===== config.mk =====
export PLATFORM = sky130hd
export DESIGN_NAME = mem_port_arbiter
export DESIGN_NICKNAME = d
export VERILOG_FILES = /design/src/rtl/mem_port_arbiter.sv
export SDC_FILE = /design/constraint.sdc
export NUM_CORES = 1
export LEC_CHECK = 0
export BUFFER_PORTS_ARGS = -buffer_cell sky130_fd_sc_hd__buf_2
export CAP_MARGIN = 20
export CORE_MARGIN = 2
export CORE_UTILIZATION = 45
export CTS_CLUSTER_DIAMETER = 80
export DETAILED_ROUTE_END_ITERATION = 8
export GPL_TIMING_DRIVEN = 0
export PLACE_DENSITY = 0.78
export SYNTH_ARGS = -nofsm -noshare
export SYNTH_HDL_FRONTEND = slang
export SYNTH_SLANG_ARGS = --single-unit

===== constraint.sdc =====
create_clock -name clk -period 7.2 [get_ports clk]
set_input_delay 0.36 -clock clk [delete_from_list [all_inputs] [get_ports clk]]
set_output_delay 0.36 -clock clk [all_outputs]
set_load 0.005 [all_outputs]

===== src/rtl/mem_port_arbiter.sv =====
// Shares one memory bus port between instruction fetch and the MEM-stage data
// requester: one transaction in flight, data first, with a fetch starvation guard.
module mem_port_arbiter #(
    parameter int STARVE_LIMIT = 4,
    parameter int CNT_W        = 3
) (
    input  logic        clk,
    input  logic        reset,
    input  logic        flush,
    input  logic        inst_en,
    input  logic [31:0] inst_addr,
    output logic [31:0] inst_rdata,
    output logic        inst_rdata_valid,
    input  logic        data_en,
    input  logic        data_we,
    input  logic [31:0] data_addr,
    input  logic [3:0]  data_wmask,
    input  logic [31:0] data_wdata,
    output logic [31:0] data_rdata,
    output logic        data_rdata_valid,
    output logic        data_write_finish,
    output logic        bus_req,
    output logic        bus_we,
    output logic [31:0] bus_addr,
    output logic [3:0]  bus_wmask,
    output logic [31:0] bus_wdata,
    input  logic        bus_addr_ok,
    input  logic        bus_data_ok,
    input  logic [31:0] bus_rdata,
    output logic        busy
);
    typedef enum logic [1:0] {IDLE, ISSUE, WAIT, RESP} state_e;
    typedef enum logic {OWN_INST, OWN_DATA} owner_e;

    localparam logic [CNT_W-1:0] LIMIT   = CNT_W'(STARVE_LIMIT);
    localparam logic [CNT_W-1:0] CNT_MAX = '1;

    state_e            state_q, state_d;
    owner_e            owner_q, owner_d;
    logic              discard_q, discard_d;
    logic [CNT_W-1:0]  cnt_q, cnt_d;
    logic              we_q, we_d;
    logic [31:0]       addr_q, addr_d;
    logic [3:0]        wmask_q, wmask_d;
    logic [31:0]       wdata_q, wdata_d;
    logic [31:0]       inst_rdata_q, inst_rdata_d;
    logic [31:0]       data_rdata_q, data_rdata_d;

    logic starved, grant_data, grant_inst, capture, deliver;

    // Fetch wins over a pending data request once data has had its run.
    assign starved    = inst_en && (cnt_q >= LIMIT);
    assign grant_data = (state_q == IDLE) && !flush && data_en && !starved;
    assign grant_inst = (state_q == IDLE) && !flush && inst_en && !grant_data;
    assign capture    = ((state_q == ISSUE) && bus_addr_ok && bus_data_ok) ||
                        ((state_q == WAIT) && bus_data_ok);

    always_ff @(posedge clk or posedge reset) begin
        if (reset) begin
            state_q      <= IDLE;
            owner_q      <= OWN_INST;
            discard_q    <= 1'b0;
            cnt_q        <= '0;
            we_q         <= 1'b0;
            addr_q       <= '0;
            wmask_q      <= '0;
            wdata_q      <= '0;
            inst_rdata_q <= '0;
            data_rdata_q <= '0;
        end else begin
            state_q      <= state_d;
            owner_q      <= owner_d;
            discard_q    <= discard_d;
            cnt_q        <= cnt_d;
            we_q         <= we_d;
            addr_q       <= addr_d;
            wmask_q      <= wmask_d;
            wdata_q      <= wdata_d;
            inst_rdata_q <= inst_rdata_d;
            data_rdata_q <= data_rdata_d;
        end
    end

    always_comb begin
        state_d = state_q;
        case (state_q)
            IDLE:    if (grant_data || grant_inst) state_d = ISSUE;
            ISSUE:   if (bus_addr_ok) state_d = bus_data_ok ? RESP : WAIT;
            WAIT:    if (bus_data_ok) state_d = RESP;
            RESP:    state_d = IDLE;
            default: state_d = IDLE;
        endcase
    end

    always_comb begin
        owner_d      = owner_q;
        discard_d    = discard_q;
        cnt_d        = cnt_q;
        we_d         = we_q;
        addr_d       = addr_q;
        wmask_d      = wmask_q;
        wdata_d      = wdata_q;
        inst_rdata_d = inst_rdata_q;
        data_rdata_d = data_rdata_q;

        if (grant_data) begin
            owner_d = OWN_DATA;
            we_d    = data_we;
            addr_d  = data_addr;
            wmask_d = data_wmask;
            wdata_d = data_wdata;
            if (!inst_en)
                cnt_d = '0;
            else if (cnt_q != CNT_MAX)
                cnt_d = cnt_q + 1'b1;
        end else if (grant_inst) begin
            owner_d = OWN_INST;
            we_d    = 1'b0;
            addr_d  = inst_addr;
            wmask_d = 4'b1111;
            wdata_d = '0;
            cnt_d   = '0;
        end

        // A flushed transaction still runs to completion on the bus; only its reply is dropped.
        if (flush && (state_q == ISSUE || state_q == WAIT))
            discard_d = 1'b1;
        else if (state_q == RESP)
            discard_d = 1'b0;

        if (capture) begin
            if (owner_q == OWN_INST)
                inst_rdata_d = bus_rdata;
            else if (!we_q)
                data_rdata_d = bus_rdata;
        end
    end

    always_comb begin
        deliver           = (state_q == RESP) && !discard_q && !flush;
        bus_req           = (state_q == ISSUE);
        busy              = (state_q != IDLE);
        inst_rdata_valid  = deliver && (owner_q == OWN_INST);
        data_rdata_valid  = deliver && (owner_q == OWN_DATA) && !we_q;
        data_write_finish = deliver && (owner_q == OWN_DATA) && we_q;
    end

    assign bus_we     = we_q;
    assign bus_addr   = addr_q;
    assign bus_wmask  = wmask_q;
    assign bus_wdata  = wdata_q;
    assign inst_rdata = inst_rdata_q;
    assign data_rdata = data_rdata_q;

endmodule


---- Word-level counts from Yosys, hierarchy flattened ----
Cells that the tools add are included.
Widths: inputs -> output; s select.
storage, ports and cells
  input bits .............................. 140
  bits in registers ....................... 140
  logic and storage cells ................. 74
operators by class
  multiplexer cells ....................... 20
  bitwise operators ....................... 2
  eq/ne operators ......................... 8
  order comparisons ....................... 1
  add/sub/neg operators ................... 1
  reduce and logical (&&, ||, !) cells .... 32
operators with widths
  cell                 number
  $mux 32              4
  $logic_and 1x1->1    16
  $mux 3               4
  $mux 4               2
  $pmux 2 s4           1
  $mux 1               6
  $mux 2               3
  $reduce_and 3->1     2
  $reduce_bool 2->1    3
  $logic_not 1->1      5
  $eq 2x2->1 const B   2
  $ne 2x1->1 const B   2
  $reduce_and 2->1     2
  $add 3x1->3 const B  1
  $ge 3x3->1 const B   1
  $logic_or 1x1->1     3
  $ne 3x2->1 const B   1
  $ne 3x3->1 const B   1
  $eq 2x1->1 const B   1
  $logic_not 2->1      1
  $ne 2x2->1 const B   1
  $not 1->1            2

---- Longest topological paths before layout ----
  depth after elaboration ................. 9
  gate-level depth with buffers ........... 7
  mapped depth without buffers ............ 5

---- Worst setup path before layout ----
Ideal clock, no wire load.
  path type ............................... reg-to-reg
  start ................................... register state_q[1]
  end ..................................... register data_rdata_q[20], in the netlist data_rdata[20]
  clock period less this slack ............ 1.769 ns
  path buffers ............................ 2
  arrival time ............................ 1.644 ns
  library setup time ...................... 0.125 ns
  cell stages (with the launch flop) ...... 8
  setup slack ............................. 5.431 ns
  cell sequence ........................... dfrtp_1 inv_1 ha_1 a21oi_1 nand4bb_1 clkbuf_2 buf_4 mux2_2
on the way
  cells in the longest elaborated chain, start to end .. 5
  elaborated cells between the ends (all ways) .. 7
  those cells by class .................... eq/ne (2); reduce/logical (5)
RTL lines
  element                            RTL line  source
  start, declared                    38        state_e state_q, state_d;
  start signal, assigned             71        state_q <= state_d;
  $eq 2x1->1                         n/a
  named net bus_req                  22        output logic bus_req,
  $logic_and 1x1->1 (2 in a row)     55        assign capture = ((state_q == ISSUE) && bus_addr_ok && bus_data_ok) ||
  $logic_or 1x1->1                   55
  $reduce_and 3->1 (no source line)  n/a
  end signal, assigned               80        data_rdata_q <= data_rdata_d;
  end, declared                      47        logic [31:0] data_rdata_q, data_rdata_d;
The timed path passes the listed nets, and every way through them passes these cells.
A chain may end at the register's enable or synchronous reset.

---- Worst setup path in the final report ----
  start ................................... register state_q[1]
  end ..................................... output inst_rdata_valid
on the way
  cells in the longest elaborated chain, start to end .. 4
RTL lines
  element                         RTL line  source
  $eq 2x2->1                      140       deliver = (state_q == RESP) && !discard_q && !flush;
  $logic_and 1x1->1 (2 in a row)  140
  $logic_and 1x1->1               143       inst_rdata_valid = deliver && (owner_q == OWN_INST);
  end, declared                   13        output logic inst_rdata_valid,
Every way passes these cells.

==> flow_metrics.tcl <==
set metrics [dict create \
    final_cells 938 \
    chipHeight_um 118.3 \
    cts-root-buf "clkbuf_16" \
    routabilityCongestion 0.8020 \
    skew_ps 9.717 \
    routedWlPerCell_um 17.30 \
    synth_top_area_share_pct 59.60 \
    clk_path_buf_depth 2 \
    crit_required_ps 6840 \
    final.period_utilization_pct 29.31 \
    crit_family "simple AND/OR/NAND/NOR gates" \
    synth.distinct_cells 42 \
    clk_pin_slew_ps 60 \
    whs_ps 151.6 \
    cts_tree "built" \
    pin_count 278 \
    final_util_pct 63.90 \
    grt_pass1_wl_um 26210 \
    setup_viol 0 \
    synth_common_cells "140 x dfrtp_1, 64 x mux2_2, 40 x inv_1" \
    cts_resized 0 \
    firstDrtPassIters 4 \
    vias 4975 \
    status "finished clean" \
    grt_max_degree 103 \
    final_nets 900 \
    grt_use_total_pct 23.63 \
    synth_ff_type "dfrtp_1" \
    p_leak_nw 4.101 \
    die-area_um2 13990 \
    worst_r2r_endpoint "bus_addr[25]" \
    worst-path-buf-inv 1 \
    drt.antenna.violating_nets 0 \
    dp_cells 905 \
    yosys-top-cells-area "dfrtp_1 60%, mux2_2 12%, a22o_1 4.9%" \
    worst_slack_ps 5089 \
    crit_path_end_kind "primary output" \
    cts_made_buffers 17 \
    hold_end "bus_wmask[0]" \
    grt_pass1_vias 5123 \
    netlist_area_um2 5878 \
    clkLatencyLatePin_ps 420 \
    floorplan.core_area_um2 12670 \
    crit_chain "ha_1, nor3b_1, nor2b_1, buf_2" \
    wirelength_um 16230 \
    synthesis.instances 455 \
    cts.sinks 140 \
    worstSetupStartpointType "flip-flop" \
    port_buffers 277 \
    powerDensity_nw_per_um2 423.0 \
    criticalPathCategory "reg2out" \
    hp-start "data_wmask[0]" \
    r2r-start "state_q[0]" \
    pre_cts_slack_ps 5189 \
    holdPathStages 2 \
    slew_headroom_pct 64.34 \
    setup_tns_ps 0 \
    initial_utilization_pct 46.39 \
    diodes 0 \
    area_growth_pct 37.74 \
    tightest_slew_ps 534.9 \
    clock.fmax_mhz 473.8 \
    max-vdd-ir-drop_uv 152.6 \
    grt.overflow.total 0 \
    crit_slowest_cell "dfrtp_1" \
    finalMaxSlewViolations 0 \
    dp_hpwl_um 12070 \
    yosysSeqAreaShare_pct 59.60 \
    rsz0062_at_grt "false" \
    num_rows 41 \
    vias_per_cell 5.304 \
    crit_arrival_ps 1750 \
    yosys.area.top_type "dfrtp_1" \
    min_period_ps 2111 \
    crit_path_max_incr_delay_ps 410 \
    first_iter_violations 275 \
    yosysMostFrequentCell "dfrtp_1" \
    drive_above_1_share_pct 52.61 \
    synthArstFlopShare_pct 100.0 \
    maxCapViolations 0 \
    htreeDepth 4 \
    yosysWarningCount 0 \
    r2r_cells 7 \
    antenna_found_initial 0 \
    drc_errors 0 \
    syn_area_per_cell_um2 12.92 \
    ys_ff_latch 140 \
    hold_class "in2reg" \
    synth_edf_count 0 \
    die_x_um 118.3 \
    syn_nets 602 \
    finalHoldViolCount 0 \
    r2r_setup_slack_ps 5140 \
    worstPathMaxFanout 5 \
]
[layout make-up]
type / instances / area [um2]
plain buffers: 34 / 186.4
clock buffers: 18 / 429.2
clock inverters: 14 / 145.1
fillers: 971 / 4574
inverters: 40 / 155.1
multi-input cells: 241 / 2038
flip-flops and latches: 140 / 3503
well taps: 172 / 215.2
repair buffers: 279 / 1424
[worst register-to-register path: cells and delay by family, from the launching register on]
family,cells,cell delay [ps]
flops,1,410
compound gates,1,110
simple gates,2,400
buf+inv,3,750
fa+ha+maj,1,310
[how the worst max path moves through the flow]
stage	from	cells after the start	slack [ps]	end
after floorplan	reset	1	3090	bus_addr[0]
after global routing	state_q[1]	4	4970	inst_rdata_valid
after CTS	state_q[1]	4	5100	inst_rdata_valid
final	state_q[1]	4	5090	inst_rdata_valid
after detailed placement	state_q[0]	6	5190	bus_addr[10]
after global placement	reset	2	1770	data_rdata[20]
[power by group]
part           leakage (nW)  switching, mW  total, mW  internal, mW
sequential             1.70          0.210       1.37          1.17
clock                 0.272          0.343      0.853         0.510
combinational          2.12          0.536       1.20         0.661
[cell families after synthesis]
group | count (synthesis) | share of synthesized area (%)
flops | 140 | 59.60
compound gates | 112 | 15.16
buf+inv | 74 | 5.726
mux | 66 | 12.62
simple gates | 56 | 5.407
fa+ha+maj | 7 | 1.490
[per-stage QoR]
step / power (mW) / area [um2]
after floorplan: 1.990 / 5878
after global placement: 2.508 / 7480
after detailed placement: 2.583 / 7512
after CTS: 3.450 / 8097
after global routing: 3.630 / 8097
final: 3.425 / 8097
[what timing repair did]
action                                 4_1_cts  5_1_grt
hold buffers                                 1        0
endpoints found under the hold margin       38        0
buffers inserted                             0        0
[sequential cells by signal, indices dropped and copies added, names as in the netlist, 2 cells and up]
register and count:
inst_rdata 32, data_rdata 32, bus_addr 32, bus_wmask 4
cnt_q 3, state_q 2, bus_wdata 32
[cell usage in the layout, fill, tap and decap left out, drive strengths merged, types with 3 or more instances in the layout]
cell | netlist | routed
o21ai | 34 | 34
nor2b | 3 | 3
mux2 | 65 | 65
nand2 | 4 | 4
clkinvlp | 0 | 4
o22a | 4 | 4
clkinv | 0 | 6
inv | 40 | 42
a22o | 33 | 33
nor2 | 3 | 3
buf | 19 | 297
o311ai | 32 | 32
ha | 7 | 7
dfrtp | 140 | 140
clkbuf | 15 | 33
nand3 | 32 | 32
[per-layer routing]
| metal | global-route usage (%) | share of wire (%) |
|---|---|---|
| met2 | 40.68 | 51 |
| met1 | 29.05 | 41 |
| met3 | 5.840 | 6.5 |
| met5 | 0 | 0 |
| met4 | 7.907 | 1.7 |
Power figures use the tool's default switching activity.
